[src/rtl/i2c_pkg.sv]
// Shared types and constants for the I2C master receive path.
package i2c_pkg;

   localparam int I2C_MAX_BYTES = 8;
   localparam int I2C_BYTE_W    = 8;

   typedef enum logic [2:0] {
      IDLE,
      BITS,
      ACK_SETUP,
      ACK_HIGH,
      FINISH
   } rx_state_t;

   typedef logic [I2C_BYTE_W-1:0] byte_arr_t [0:I2C_MAX_BYTES-1];

endpackage

[src/rtl/i2c_sipo_byte.sv]
// 8-bit serial-in parallel-out shift register, MSB arrives first.
module i2c_sipo_byte
   import i2c_pkg::*;
(
   input  logic                  clk,
   input  logic                  srst,
   input  logic                  clr,
   input  logic                  en,
   input  logic                  din,
   output logic [I2C_BYTE_W-1:0] q
);

   logic [I2C_BYTE_W-1:0] shift_q;
   logic [I2C_BYTE_W-1:0] shift_d;

   always_comb begin
      shift_d = shift_q;
      if (clr) begin
         shift_d = '0;
      end else if (en) begin
         shift_d = {shift_q[I2C_BYTE_W-2:0], din};
      end
   end

   always_ff @(posedge clk) begin
      if (srst) begin
         shift_q <= '0;
      end else begin
         shift_q <= shift_d;
      end
   end

   assign q = shift_q;

endmodule

[src/rtl/i2c_read_sequencer.sv]
// Receive-side sequencer of the I2C master: samples up to MAX_BYTES bytes,
// stores them in a register array and drives ACK/NACK after each byte.
module i2c_read_sequencer
   import i2c_pkg::*;
#(
   parameter int MAX_BYTES = I2C_MAX_BYTES,
   parameter int IDX_W     = $clog2(MAX_BYTES)
)
(
   input  logic                  Clock,
   input  logic                  Reset,
   input  logic                  Start,
   input  logic [3:0]            Length,
   input  logic                  SdaIn,
   input  logic                  SclRise,
   input  logic                  SclFall,
   output logic                  SdaOe,
   output logic                  Busy,
   output logic                  Done,
   output logic [3:0]            Count,
   output logic [I2C_BYTE_W-1:0] Data [0:MAX_BYTES-1]
);

   localparam logic [3:0] MAX_LEN = 4'(MAX_BYTES);

   rx_state_t             state_q, state_d;
   logic [3:0]            len_q, len_d;
   logic [3:0]            count_q, count_d;
   logic [2:0]            bitcnt_q, bitcnt_d;
   logic                  sda_oe_q, sda_oe_d;
   logic                  done_q, done_d;

   logic                  shift_clr;
   logic                  shift_en;
   logic                  wr_en;
   logic                  fall_ok;
   logic [3:0]            len_clamped;
   logic [I2C_BYTE_W-1:0] shift_byte;
   logic [I2C_BYTE_W-1:0] rx_byte;

   i2c_sipo_byte u_sipo (
      .clk  (Clock),
      .srst (Reset),
      .clr  (shift_clr),
      .en   (shift_en),
      .din  (SdaIn),
      .q    (shift_byte)
   );

   // The byte is committed on the same strobe that delivers its last bit.
   assign rx_byte     = {shift_byte[I2C_BYTE_W-2:0], SdaIn};
   assign fall_ok     = SclFall & ~SclRise;
   assign len_clamped = (Length > MAX_LEN) ? MAX_LEN : Length;

   always_comb begin
      state_d   = state_q;
      len_d     = len_q;
      count_d   = count_q;
      bitcnt_d  = bitcnt_q;
      sda_oe_d  = sda_oe_q;
      shift_clr = 1'b0;
      shift_en  = 1'b0;
      wr_en     = 1'b0;
      case (state_q)
         IDLE: begin
            if (Start) begin
               len_d     = len_clamped;
               count_d   = '0;
               bitcnt_d  = '0;
               shift_clr = 1'b1;
               state_d   = (len_clamped == 4'd0) ? FINISH : BITS;
            end
         end
         BITS: begin
            if (SclRise) begin
               shift_en = 1'b1;
               bitcnt_d = bitcnt_q + 3'd1;
               if (bitcnt_q == 3'd7) begin
                  wr_en   = 1'b1;
                  count_d = count_q + 4'd1;
                  state_d = ACK_SETUP;
               end
            end
         end
         ACK_SETUP: begin
            if (fall_ok) begin
               sda_oe_d = (count_q < len_q);
               state_d  = ACK_HIGH;
            end
         end
         ACK_HIGH: begin
            if (fall_ok) begin
               sda_oe_d = 1'b0;
               bitcnt_d = '0;
               state_d  = (count_q == len_q) ? FINISH : BITS;
            end
         end
         FINISH: begin
            state_d = IDLE;
         end
         default: begin
            state_d = IDLE;
         end
      endcase
   end

   assign done_d = (state_q == FINISH);

   always_ff @(posedge Clock) begin
      if (Reset) begin
         state_q  <= IDLE;
         len_q    <= '0;
         count_q  <= '0;
         bitcnt_q <= '0;
         sda_oe_q <= 1'b0;
         done_q   <= 1'b0;
      end else begin
         state_q  <= state_d;
         len_q    <= len_d;
         count_q  <= count_d;
         bitcnt_q <= bitcnt_d;
         sda_oe_q <= sda_oe_d;
         done_q   <= done_d;
      end
   end

   for (genvar gi = 0; gi < MAX_BYTES; gi++) begin : g_entry
      logic [I2C_BYTE_W-1:0] entry_q, entry_d;

      always_comb begin
         entry_d = entry_q;
         if (wr_en && (count_q[IDX_W-1:0] == IDX_W'(gi))) begin
            entry_d = rx_byte;
         end
      end

      always_ff @(posedge Clock) begin
         if (Reset) begin
            entry_q <= '0;
         end else begin
            entry_q <= entry_d;
         end
      end

      assign Data[gi] = entry_q;
   end

   assign SdaOe = sda_oe_q;
   assign Busy  = (state_q != IDLE);
   assign Done  = done_q;
   assign Count = count_q;

endmodule

[config.mk]
export PLATFORM = sky130hd
export DESIGN_NAME = i2c_read_sequencer
export DESIGN_NICKNAME = d
export VERILOG_FILES = /design/src/rtl/i2c_pkg.sv /design/src/rtl/i2c_sipo_byte.sv /design/src/rtl/i2c_read_sequencer.sv
export SDC_FILE = /design/constraint.sdc
export NUM_CORES = 1
export LEC_CHECK = 0
export BUFFER_PORTS_ARGS = -buffer_cell sky130_fd_sc_hd__buf_2
export CORE_MARGIN = 8
export CORE_UTILIZATION = 53
export DETAILED_ROUTE_END_ITERATION = 10
export PLACE_DENSITY = 0.79
export REMOVE_ABC_BUFFERS = 1
export SYNTH_ARGS = -nofsm -noshare
export SYNTH_HDL_FRONTEND = slang
export SYNTH_SLANG_ARGS = --single-unit
export TNS_END_PERCENT = 50
[constraint.sdc]
create_clock -name Clock -period 2.3 [get_ports Clock]
set_input_delay 0.23 -clock Clock [delete_from_list [all_inputs] [get_ports Clock]]
set_output_delay 0.23 -clock Clock [all_outputs]
set_load 0.005 [all_outputs]
==> results.yml, run 1 <==
layout:
  areaGrowthSynthToFinish_pct: 16.6
  multi_input_area_um2: 1680
  fillers: 563
  final_util_pct: 62.7
  final_common_cell: "dfxtp_1"
  drive_gt1_share_pct: 25.4
  seqCellArea_um2: 1740
  final_cell_mix: "dfxtp_1 (87), nor2_1 (80), buf_2 (80), mux2i_1 (75), ha_1 (12)"
  insertedDiodeCount: 0
  nets: 446
detailed_routing:
  drt-total-wl_um: 7950
  via_per_inst: 5.27
  ant_nets: 0
  drc: 0
  vias: 2682
  avgRoutedWirePerCell_um: 15.6
  drt_iter0_drc: 129
  drtPass1Iterations: 4
worst_hold_path:
  hold_class: "input pin to flip-flop"
synthesis:
  syn_inst: 356
  seq_area_frac_synth_pct: 48.8
  yosys.area.top_type_share_pct: 48.8
  synth_mux_area_share_pct: 21.0
  synthTopCellsByArea: "dfxtp_1 (49%), mux2i_1 (21%), nor2_1 (8.4%)"
  synth_ff_type: "dfxtp_1"
  yosysTopAreaCell: "dfxtp_1"
  ys.warnings.count: 0
  syn-cell-area_um2: 3570
  synth_simple_gate_area_share_pct: 17.6
  async_flop_share_pct: 0
  synth_top_family_by_area: "multiplexers"
  synth-compound-area-share_pct: 3.64
  synth_xor_area_share_pct: 0.491
  synth_adder_area_share_pct: 4.20
  synth_cell_type_count: 42
  synth_edf_count: 0
  synth-seq-cells: 87
  syn_area_per_cell_um2: 10.0
timing:
  setup_slack_ns: 0.293
  clock.fmax_mhz: 498
  rsz0062_at_grt: "no"
  slew_viol_final: 0
  worstMarginPinSlew_ns: 0.572
  whs_ns: 0.167
  finalCriticalPeriod_ns: 2.01
  fin_crit_sh_pct: 87.2
  hold_viol_final: 0
  clock-skew-final_ns: 0.0121
  setup_viol: 0
  tns_ns: 0
  relSlewSlack_pct: 61.8
critical_path:
  critPathLaunchType: "flip-flop"
  r2r_cells: 4
  endpoint: "g_entry[7].entry_q[3]"
  end_kind: "flip-flop"
  worstPathMaxFanout: 15
  max_stage_delay_ns: 0.61
  cp_cell_sequence: "nor3b_4 -> and3_1 -> mux2i_1 -> nor2_1"
  cp_slowest_cell: "dfxtp_1"
  ff2ff_setup_slack_ns: 0.29
  crit_type: "flip-flop to flip-flop"
  cp.depth: 4
  crit_family: "simple AND/OR/NAND/NOR gates"
  timing.rr.start: "state_q[0]"
  cp.arrival_ns: 2.24
  cp.buffers_inverters: 0
  worstPathRequired_ns: 2.53
  r2r_end: "g_entry[7].entry_q[3]"
  cp-startpoint: "state_q[0]"
cts:
  post_cts_resize_count: 0
  cts_htree_levels: 3
  cts_sinks: 87
  tritoncts: "yes"
  ctsHoldBuffers: 0
  root_buffer: "clkbuf_8"
  postCtsSetupRepairBufs: 0
  cts_buffers: 9
  clk_latency_ns: 0.34
  cts_buffer_depth: 2
  clkTransAtPathRegs_ns: 0.08
job:
  cap_violations: 0
outcome:
  status: "complete, no violations"
die:
  core_region_area_um2: 6640
  start_util_pct: 53.7
  rows: 30
  die_y_um: 98.1
  die_area_um2: 9620
  ios: 81
  fp.dieW_um: 98.1
placement:
  portBuffers: 80
  dpl_worst_slack_ns: 0.291
  place.gp.congestion: 0.843
  hpwlAfterDp_um: 5700
power_and_ir_drop:
  finalPower_mw: 2.68
  irDropWorstVdd_mv: 0.361
  power_density_nw_per_um2: 644
  leakage_nw: 2.05
global_routing:
  grt_pass1_vias: 2680
  grt_pass1_wl_um: 13400
  grt_usage_pct: 17.0
  grt.overflow.total: 0
  antenna_found_initial: 0
  grt_max_degree: 31
cells by family (layout without fill, tap and decap cells):
family                     after synthesis  in the layout
DFF                                     87             87
buffers and inverters                   35            108
and+or+nand+nor                        126            126
muxes                                   75             75
xor gates and xnor gates                 2              2
adders and majority gates               12             12
AOI/OAI and AO/OA                       19             19
routing by layer:
layer / global-route usage [%] / vias up / wire length [µm]
li1: - / 1338 / -
met1: 21.1 / 1272 / 3500
met2: 28.5 / 64 / 3930
met3: 3.91 / 8 / 438
met4: 5.28 / 0 / 84
met5: 0 / - / 0
through the flow:
step	std cells	cell area, µm²
floorplan	328	3450
global placement	493	3980
detailed placement	493	3980
CTS	509	4160
global route	509	4160
finish	509	4160
report_power, final:
group | leakage, nW | total (mW) | internal (mW) | switching [mW]
Combinational | 1.26 | 0.167 | 0.0677 | 0.0989
Clock | 0.0903 | 0.973 | 0.431 | 0.542
Sequential | 0.701 | 1.54 | 1.52 | 0.0245
worst min path at each step:
stage	start	end	slack, ns	cells past startpoint
after floorplan	Reset	len_q[0]	0.30	1
after global placement	len_q[2]	len_q[2]	0.44	2
after detailed placement	len_q[2]	len_q[2]	0.45	2
after CTS	Length[2]	len_q[2]	0.16	3
after global routing	Length[2]	len_q[2]	0.19	3
final	Length[2]	len_q[2]	0.17	3
cells in the mapped netlist (2+ instances only):
library cell  count
and4_1            3
nor3_1            2
buf_2             4
a21oi_1           6
o21ai_0           3
and3_1            2
inv_1             7
and2_1            2
clkbuf_1         19
buf_4             4
nor4b_1           2
xnor2_1           2
nand2_1          10
nand2b_1          4
nand3b_1          4
nor2b_1           2
nand3_1           2
dfxtp_1          87
ha_1             12
a211oi_1          2
nand4_2           3
mux2i_1          75
nor2_1           80
worst min-delay path, cell delays in order:
cell      delay, ns
buf_2          0.10
nand3b_1       0.07
a21oi_1        0.06
cell type report:
cell class | count | area share (%)
Inverter | 7 | 0.631
Clock inverter | 5 | 0.931
Multi-Input combinational cell | 234 | 40.3
Timing Repair Buffer | 85 | 10.5
Tap cell | 80 | 2.40
Sequential cell | 87 | 41.8
Clock buffer | 11 | 3.40
registers in the layout (all words and copies together), names as in the netlist:
signal and flops:
g_entry.entry_q 64, Count 4, bitcnt_q 3, SdaOe 1
len_q 4, state_q 3, u_sipo.q 7, Done 1
Power figures use the tool's default switching activity.
==> run 2, diff against run 1 <==
--- a/config.mk
+++ b/config.mk
@@ -6,11 +6,12 @@
 export NUM_CORES = 1
 export LEC_CHECK = 0
 export BUFFER_PORTS_ARGS = -buffer_cell sky130_fd_sc_hd__buf_2
+export CELL_PAD_IN_SITES_DETAIL_PLACEMENT = 1
+export CELL_PAD_IN_SITES_GLOBAL_PLACEMENT = 1
 export CORE_MARGIN = 8
-export CORE_UTILIZATION = 53
+export CORE_UTILIZATION = 41
 export DETAILED_ROUTE_END_ITERATION = 10
-export PLACE_DENSITY = 0.79
-export REMOVE_ABC_BUFFERS = 1
+export PLACE_DENSITY_LB_ADDON = 0.1
 export SYNTH_ARGS = -nofsm -noshare
 export SYNTH_HDL_FRONTEND = slang
 export SYNTH_SLANG_ARGS = --single-unit
==> run 2 against run 1 <==
  * Cell count rose by 5.9%
  * Via count rose by 2.1%
  * Critical endpoint is now g_entry[0].entry_q[2]
  * First-iteration DRC count fell by 63%
  * Clock skew rose by 0.00057 ns
  * Worst hold slack improved by 0.0044 ns
  * Worst setup slack got worse by 0.0062 ns
  * Utilization fell by 13 points
  * Critical path depth rose by 2
==> results.yml, run 2 (synthesis results as in run 1) <==
outcome:
  status: "complete, no violations"
power_and_ir_drop:
  leakage_nw: 2.08
  p_sw_share_pct: 24.8
  p_comb_share_pct: 6.6
  p_int_mw: 2.13
  power_density_nw_per_um2: 665
  p_seq_share_pct: 54.1
  clkPwrFrac_pct: 39.3
  irDropWorstVdd_mv: 0.239
  netSwitchingPower_mw: 0.703
timing:
  whs_ns: 0.171
  worstMarginPinSlew_ns: 0.517
  tns_ns: 0
  finalCriticalPeriod_ns: 2.01
  rsz0062_at_grt: "no"
  clock-skew-final_ns: 0.0127
  fin_crit_sh_pct: 87.5
  relSlewSlack_pct: 65.4
  setup_viol: 0
  hold_viol_final: 0
  slew_viol_final: 0
  clock.fmax_mhz: 497
placement:
  portBuffers: 80
  hpwlAfterDp_um: 6690
  place.gp.congestion: 0.778
global_routing:
  grt.overflow.total: 0
  grt_max_degree: 58
  grt_usage_pct: 16.5
  gr-usage-met3_pct: 4.40
  use_met2_pct: 27.3
  grt_pass1_vias: 2964
  grt_pass1_wl_um: 15500
  use_met1_pct: 20.4
  busiest_layer: "met2"
  antenna_found_initial: 0
critical_path:
  cp_cell_sequence: "ha_1 -> ha_1 -> and2_1 -> and4_1 -> mux2i_1 -> nor2_1"
  r2r_end: "g_entry[0].entry_q[2]"
  end_kind: "flip-flop"
  ff2ff_setup_slack_ns: 0.29
  max_stage_delay_ns: 0.55
  crit_top_cell: "ha_1"
  cp.arrival_ns: 2.26
  worstPathMaxFanout: 8
  critPathLaunchType: "flip-flop"
  timing.rr.start: "bitcnt_q[0]"
  cp_slowest_cell: "and4_1"
  worstPathRequired_ns: 2.55
  crit_family: "simple AND/OR/NAND/NOR gates"
  r2r_cells: 6
  crit_type: "flip-flop to flip-flop"
  cp.buffers_inverters: 0
cts:
  post_cts_resize_count: 0
  clkTransAtPathRegs_ns: 0.09
  clk_latency_ns: 0.35
  cts_buffers: 9
  cts_htree_levels: 3
  postCtsSetupRepairBufs: 0
  ctsHoldBuffers: 0
  cts_sinks: 87
  root_buffer: "clkbuf_8"
  tritoncts: "yes"
  cts_buffer_depth: 2
detailed_routing:
  avgRoutedWirePerCell_um: 17.5
  drt_iter0_drc: 48
  vias: 2737
  via_per_inst: 5.08
  drt-total-wl_um: 9450
  drtPass1Iterations: 5
  ant_nets: 0
  drc: 0
layout:
  insertedDiodeCount: 0
  nets: 448
  max_flop_register: "g_entry.entry_q"
  areaGrowthSynthToFinish_pct: 19.4
  drive_gt1_share_pct: 25.8
  final_common_cell: "dfxtp_1"
  final_cell_mix: "dfxtp_1 (87), nor2_1 (80), buf_2 (80), mux2i_1 (75), ha_1 (12)"
  largest_register_ffs: 64
die:
  ios: 81
  fp.dieW_um: 109
  die_y_um: 109
  die_area_um2: 12000
  start_util_pct: 41.6
  core_region_area_um2: 8590
  rows: 34
worst_hold_path:
  whs_endpoint: "len_q[2]"
  hold_class: "input pin to flip-flop"
  hold_depth: 3
  hp-start: "Length[2]"
job:
  cap_violations: 0
synthesis:
  synth_fp_nets: 378
-- run 2: layout make-up --
type | instances | area, µm²
inverter | 7 | 26.3
tap | 108 | 135
timing repair buffer | 87 | 478
sequential | 87 | 1740
clock buffer | 11 | 141
clock inverter | 5 | 65.1
multi-input combinational | 234 | 1680
fill | 1004 | 4330
-- run 2: per-stage QoR --
step                      power [mW]  cells  area (µm²)  worst slack [ns]  utilization [%]
final                           2.84    539        4270             0.287             49.6
after global routing            2.96    539        4270            0.0714             49.6
after CTS                       2.88    539        4270             0.257             49.6
after detailed placement        1.76    523        4060             0.273             47.2
after global placement          1.76    523        4060             0.368             47.2
after floorplan                 1.70    356        3570             0.546                -
-- run 2: worst min-delay path, stage by stage --
cell      delay [ns]
buf_2           0.10
nand3b_1        0.08
a21oi_1         0.07
-- run 2: power groups by stage --
stage	combinational, mW	sequential (mW)	clock, mW
after floorplan	0.133	1.56	0
after CTS	0.191	1.53	1.16
after global routing	0.210	1.54	1.21
after global placement	0.186	1.57	0
after detailed placement	0.189	1.57	0
final	0.187	1.53	1.12
-- run 2: metal layers --
metal  part of all wire (%)  vias to the layer above
met5                      0                        -
met4                    1.2                        0
met3                    5.7                        8
met2                     48                       54
met1                     45                     1331
li1                       -                     1344
-- run 2: how the worst max path moves through the flow --
stage	slack, ns	endpoint	startpoint	cells after the start
floorplan	0.55	g_entry[0].entry_q[4]	bitcnt_q[0]	8
global placement	0.37	g_entry[0].entry_q[7]	bitcnt_q[0]	6
detailed placement	0.27	g_entry[0].entry_q[2]	bitcnt_q[0]	6
CTS	0.26	g_entry[0].entry_q[2]	bitcnt_q[0]	6
global route	0.07	g_entry[0].entry_q[2]	bitcnt_q[0]	6
finish	0.29	g_entry[0].entry_q[2]	bitcnt_q[0]	6
